[config.mk]
export PLATFORM = sky130hd
export DESIGN_NAME = byte_bank_arbiter
export DESIGN_NICKNAME = d
export VERILOG_FILES = /design/src/rtl/byte_bank_arbiter.sv
export SDC_FILE = /design/constraint.sdc
export NUM_CORES = 1
export LEC_CHECK = 0
export BUFFER_PORTS_ARGS = -buffer_cell sky130_fd_sc_hd__buf_2
export CAP_MARGIN = 15
export CORE_ASPECT_RATIO = 0.7
export CORE_UTILIZATION = 26
export DETAILED_ROUTE_END_ITERATION = 16
export PLACE_DENSITY = 0.39
export SLEW_MARGIN = 5
export SYNTH_ARGS = -nofsm -noshare
export SYNTH_HDL_FRONTEND = slang
export SYNTH_SLANG_ARGS = --single-unit
export TNS_END_PERCENT = 5
[constraint.sdc]
create_clock -name CLK -period 3 [get_ports CLK]
set_clock_uncertainty 0.05 [all_clocks]
set_input_delay 0.3 -clock CLK [delete_from_list [all_inputs] [get_ports CLK]]
set_output_delay 0.3 -clock CLK [all_outputs]
set_load 0.005 [all_outputs]
[src/rtl/byte_bank_arbiter.sv]
`default_nettype none
// ============================================================================
// Module      : byte_bank_arbiter
// Description : Round-robin arbiter with bounded lock sharing a single-ported
//               bank of 8-bit registers between requesters A and B.
// Revision    : 1.0 - initial release
// ============================================================================
module byte_bank_arbiter #(
    parameter int NREG    = 4,
    parameter int AW      = 2,
    parameter int MAXHOLD = 4
) (
    input  logic          CLK,
    input  logic          NRST,
    input  logic          A_REQ,
    input  logic          A_WE,
    input  logic          A_LOCK,
    input  logic [AW-1:0] A_ADDR,
    input  logic [7:0]    A_WDATA,
    output logic          A_GNT,
    output logic [7:0]    A_RDATA,
    output logic          A_VALID,
    input  logic          B_REQ,
    input  logic          B_WE,
    input  logic          B_LOCK,
    input  logic [AW-1:0] B_ADDR,
    input  logic [7:0]    B_WDATA,
    output logic          B_GNT,
    output logic [7:0]    B_RDATA,
    output logic          B_VALID
);

    localparam logic [3:0] c_max_hold = 4'(MAXHOLD);

    typedef enum logic [1:0] {
        OWN_NONE = 2'd0,
        OWN_A    = 2'd1,
        OWN_B    = 2'd2
    } own_t;

    logic [7:0]    r_bank [NREG];
    logic          r_pri;
    own_t          r_own;
    logic [3:0]    r_hcnt;
    logic [7:0]    r_a_rdata;
    logic [7:0]    r_b_rdata;
    logic          r_a_valid;
    logic          r_b_valid;

    logic          w_gnt_a;
    logic          w_gnt_b;
    logic          w_any;
    logic          w_we;
    logic          w_lock;
    logic [AW-1:0] w_addr;
    logic [7:0]    w_wdata;
    own_t          w_side;
    logic [3:0]    w_hcnt_next;

    // Owner keeps the bank unless the other side waits and the hold budget is spent.
    always_comb begin
        w_gnt_a = 1'b0;
        w_gnt_b = 1'b0;
        if (NRST) begin
            if (r_own == OWN_A && A_REQ && (!B_REQ || r_hcnt < c_max_hold)) begin
                w_gnt_a = 1'b1;
            end else if (r_own == OWN_B && B_REQ && (!A_REQ || r_hcnt < c_max_hold)) begin
                w_gnt_b = 1'b1;
            end else if (A_REQ && B_REQ) begin
                if (r_pri) begin
                    w_gnt_b = 1'b1;
                end else begin
                    w_gnt_a = 1'b1;
                end
            end else if (A_REQ) begin
                w_gnt_a = 1'b1;
            end else if (B_REQ) begin
                w_gnt_b = 1'b1;
            end
        end
    end

    always_comb begin
        w_any   = w_gnt_a | w_gnt_b;
        w_we    = w_gnt_b ? B_WE    : A_WE;
        w_lock  = w_gnt_b ? B_LOCK  : A_LOCK;
        w_addr  = w_gnt_b ? B_ADDR  : A_ADDR;
        w_wdata = w_gnt_b ? B_WDATA : A_WDATA;
        w_side  = w_gnt_b ? OWN_B   : OWN_A;
        if (r_own != w_side) begin
            w_hcnt_next = 4'd1;
        end else if (r_hcnt >= c_max_hold) begin
            w_hcnt_next = c_max_hold;
        end else begin
            w_hcnt_next = r_hcnt + 4'd1;
        end
    end

    always_ff @(posedge CLK) begin
        if (!NRST) begin
            for (int i = 0; i < NREG; i++) begin
                r_bank[i] <= 8'h00;
            end
            r_pri     <= 1'b0;
            r_own     <= OWN_NONE;
            r_hcnt    <= 4'd0;
            r_a_rdata <= 8'h00;
            r_b_rdata <= 8'h00;
            r_a_valid <= 1'b0;
            r_b_valid <= 1'b0;
        end else begin
            r_a_valid <= w_gnt_a & ~A_WE;
            r_b_valid <= w_gnt_b & ~B_WE;
            if (w_gnt_a && !A_WE) begin
                r_a_rdata <= r_bank[A_ADDR];
            end
            if (w_gnt_b && !B_WE) begin
                r_b_rdata <= r_bank[B_ADDR];
            end
            if (w_any) begin
                if (w_we) begin
                    r_bank[w_addr] <= w_wdata;
                end
                r_pri <= w_gnt_a;
                if (w_lock) begin
                    r_own  <= w_side;
                    r_hcnt <= w_hcnt_next;
                end else begin
                    r_own  <= OWN_NONE;
                    r_hcnt <= 4'd0;
                end
            end else begin
                r_own  <= OWN_NONE;
                r_hcnt <= 4'd0;
            end
        end
    end

    assign A_GNT   = w_gnt_a;
    assign B_GNT   = w_gnt_b;
    assign A_RDATA = r_a_rdata;
    assign B_RDATA = r_b_rdata;
    assign A_VALID = r_a_valid;
    assign B_VALID = r_b_valid;

endmodule
`default_nettype wire

### After elaboration in Yosys (flattened, before gate mapping)

Memory sizes are Yosys's and may differ from the RTL's. A register that Yosys moved wholly into a read port is not among the register bits.
Index checks and enable logic that the tools add are counted.

* bits in latches: 0
* word-level logic and storage cells: 69
* RAM bits: 32
* memory bits (read-only): 0
* bits of input ports: 28
* output and inout port bits: 20
* memories kept: 1
* register bits: 9

* reduce and logical (&&, ||, !) cells: 19
* shift-type cells: 0
* $mul: 0
* divide/modulo/power cells: 0
* muxes and demuxes: 28
* $add $sub $neg: 1
* equality and inequality tests: 3
* bitwise logic cells: 8
* order comparisons: 2

Memories
* r_bank: words 4, bits a word 8, rd ports 2, clocked after Yosys merged registers in 2, wr ports 4, line 41 `logic [7:0] r_bank [NREG];`

Operators with widths (count)
* 1-bit 2-to-1 mux: 22
* 8-bit 2-to-1 mux: 2
* 8-bit OR reduction: 1
* 1-bit logical AND: 7
* 1-bit zero test: 6
* 2-bit 2-to-1 mux: 3
* 1-bit inverter: 5
* 5-bit OR reduction: 1
* 4-bit by 1-bit adder with 4-bit output (second input constant): 1
* 4-bit by 3-bit >= comparator with 1-bit output (second input constant): 1
* 4-bit by 3-bit < comparator with 1-bit output (second input constant): 1
* 4-bit OR reduction: 1
* 3-bit 2-to-1 mux: 1
* 3-bit AND reduction: 1
* 1-bit bitwise AND: 2
* 2-bit by 1-bit equality test with 1-bit output (second input constant): 1
* 2-bit equality test (second input constant): 1
* 1-bit logical OR: 2
* 2-bit != test: 1
* 1-bit bitwise OR: 1

### Logic depth before layout (Yosys ltp)

* depth in word-level cells: 13
* gate-level depth with buffers: 7
* depth with buffers taken out: 6

### Worst setup path after synthesis

OpenSTA, ideal clock, no wires.

* path kind: reg-to-reg
* from: register r_own[0]
* to: memory r_bank[2][0], enable pin
* buffers on the path: 2
* setup slack: 0.524 ns
* library setup time: 0.374 ns
* required time: 2.576 ns
* arrival time: 2.053 ns
* cell stages (with the launch flop): 8
* cells stage by stage: dfxtp_1 -> or4b_4 -> a221oi_2 -> buf_6 -> and2_4 -> buf_8 -> a21oi_1 -> o21ai_1

RTL lines
* start: declaration: line 43 `own_t r_own;`
* start signal: assignment: line 126 `r_own <= w_side;`
* end: declaration: line 41

==> metrics <==
Initial Utilization 0.269; I/O pins 48; hold_buf cts 0; Slowest-stage cell, CP a221oi_2; Worst EP required 2.93 ns; setup TNS 0 ns; Main synth FF type edfxtp_1; Hold WS 0.185 ns; area of the multi-input gates 1210 um2; CP Launch Type flip-flop; Layout Nets 310; fmax 0.365 GHz; MaxCap Viol Count 0; Clock Latency Late Sink 0.32 ns; Seq/Total Area, Yosys 0.525; register area 1460 um2; unrepaired setup endpoints after global routing false; synth top area cells edfxtp_1, dfxtp_1, mux4_2; CTS Buf Count 9; clk slew on worst S/H paths 0.05 ns; Power Dens Cells 583 nW/um2; Setup Fix Bufs, Post-CTS 0; clock tree sinks 57; post-route ant nets 0; n_diodes 0; die footprint 11100 um2; H-tree depth 3; largest net degree at the start of global routing 25; via count 1962; drt wl/cell 17.6 um; Synth Cell Area 2780 um2; first-pass GRT wire length 11200 um; Worst VDD drop 0.000271 V; CTS max path bufs 2; nature of the critical path endpoint flip-flop; fraction of registers with async set/reset 0; Crit path largest cell delay 0.52 ns; DP HPWL 5550 um; Worst Hold Class in2reg; Seq cells post-synth 57; vias in the first global route 1819; CP max FO 8; GRT Residual Overflow 0; Initial DRC Count 98; worst-margin pin slew 0.646 ns; Cells after Synth 228; share of cells above drive strength 1 0.364; antenna violations before repair 0; die width 126 um; row cnt 31; Ys Warns 0; Synth Net Count 257; mean post-synth cell area 12.2 um2; Setup violations, final 0; fill count 1067; CORE AREA 10400 um2; critical path type reg2reg; Post-route DRC 2; synth unique cells 46; Period minus WS final 2.74 ns; Slew headroom 0.567; post-synth top area share 0.345; violated checks design-rule violations; Die Ht 88.6 um; Post-synth EDFFs 32; CP Buf/Inv Count 1; cell family with most CP delay compound AO/OA/AOI/OAI gates; post-synth top area cell edfxtp_1; clk root buf clkbuf_16; drt pass-1 iters 10; GP Congestion 0.765; CTS tree done; aggregate routed wire length 7370 um; leakage 0.00133 uW; worst path arrival time 2.66 ns; vias per cell 4.69; Max Slew Vio Count 0; final hold vios 0; GR Util All Layers 0.144; Final period util 0.913; status finished with violations; post-synthesis to final-layout area growth 22.8%; I/O Buffers 47; CP Cell Sequence or4b_4, a221oi_2, buf_4, and3_1, nor2_1, o21ai_2
[placed cells by master, fill, tap and decap left out, types with 2 or more instances in the layout]
cell / n
buf_2: 47
edfxtp_1: 32
dfxtp_1: 25
nand2_1: 23
nor2_1: 22
mux4_2: 16
nor2b_1: 11
inv_1: 11
clkbuf_16: 9
a32oi_1: 8
a22oi_1: 8
nor2_2: 8
mux2i_1: 8
a21boi_1: 6
buf_4: 6
a21oi_1: 4
a21oi_2: 3
clkinv_2: 3
o211ai_1: 2
nor3_1: 2
o21ai_1: 2
o21ai_2: 2
a21boi_0: 2
clkinv_1: 2
clkbuf_1: 2
[flip-flops by register name, indices dropped and copies added, names as in the netlist]
register and count:
r_own 2, r_pri 1, A_RDATA 8, A_VALID 1
B_VALID 1, r_hcnt 4, r_bank 32, B_RDATA 8
[synth_stat cells (2+ instances only)]
cell type,n
a21oi_1,4
nor2b_1,11
nor3_1,2
inv_1,11
a21boi_1,6
mux2i_1,8
nor2_1,22
nor2_2,8
buf_2,3
edfxtp_1,32
a22oi_1,8
nand2_1,23
dfxtp_1,25
buf_6,2
a21boi_0,2
clkbuf_1,4
o21ai_1,3
mux4_2,16
o211ai_1,2
a21oi_2,3
a32oi_1,8
[final timing paths]
check                                 from  cells after the start            to  slack (ns)
worst max-delay path              r_own[1]                      6  r_bank[1][7]        0.26
worst max register to register    r_own[1]                      6  r_bank[1][7]        0.26
worst min-delay path                B_LOCK                      2      r_own[1]        0.18
worst min register to register  B_RDATA[6]                      2    B_RDATA[6]        0.39
[layer usage]
| metal | up-vias | GRT usage | share of wire |
|---|---|---|---|
| met5 | - | 0 | 0 |
| met4 | 0 | 0.0299 | 0 |
| met3 | 0 | 0.0538 | 0.069 |
| met2 | 70 | 0.168 | 0.36 |
| met1 | 940 | 0.235 | 0.57 |
| li1 | 952 | - | - |
[layout make-up]
cell class | instances | share of cell area
Timing Repair Buffer | 53 | 0.0821
Sequential cell | 57 | 0.428
Inverter | 12 | 0.0132
Multi-Input combinational cell | 148 | 0.354
Clock inverter | 5 | 0.00659
Tap cell | 132 | 0.0484
Clock buffer | 11 | 0.0681
[where the power goes]
group	internal, uW	leakage, uW	switching (uW)	total (uW)
clock network	547	0.000128	333	880
logic	96.2	0.000672	119	215
registers	871	0.000532	23.6	895
[worst reg2reg max path: stages, from the launching register on]
cell      delay, ns
dfxtp_1        0.42
or4b_4         0.51
a221oi_2       0.52
buf_4          0.26
and3_1         0.21
nor2_1         0.06
o21ai_2        0.36
[through the flow]
step | area, um2 | utilization | instances | power, uW | setup slack, ns
detailed placement | 3160 | 0.305 | 402 | 1130 | 0.133
floorplan | 2780 | - | 228 | 1040 | 0.524
global route | 3420 | 0.330 | 418 | 2080 | 0.114
global placement | 3160 | 0.305 | 402 | 1130 | 0.188
CTS | 3410 | 0.329 | 418 | 2020 | 0.122
finish | 3420 | 0.330 | 418 | 1990 | 0.261
[repair_timing]
item	in CTS	in global routing
endpoints found under the setup margin	0	8
gates resized for setup	0	1
endpoints found under the hold margin	0	0
[logic make-up after synthesis]
group                      after synthesis  synth area share
and+or+nand+nor                         77             0.138
DFF                                     57             0.525
AOI/OAI and AO/OA                       44             0.126
muxes                                   25             0.164
buffers and inverters                   23            0.0418
adders and majority gates                1           0.00450
other                                    1           0.00135
Note: power is estimated with default switching activity, not from simulation.
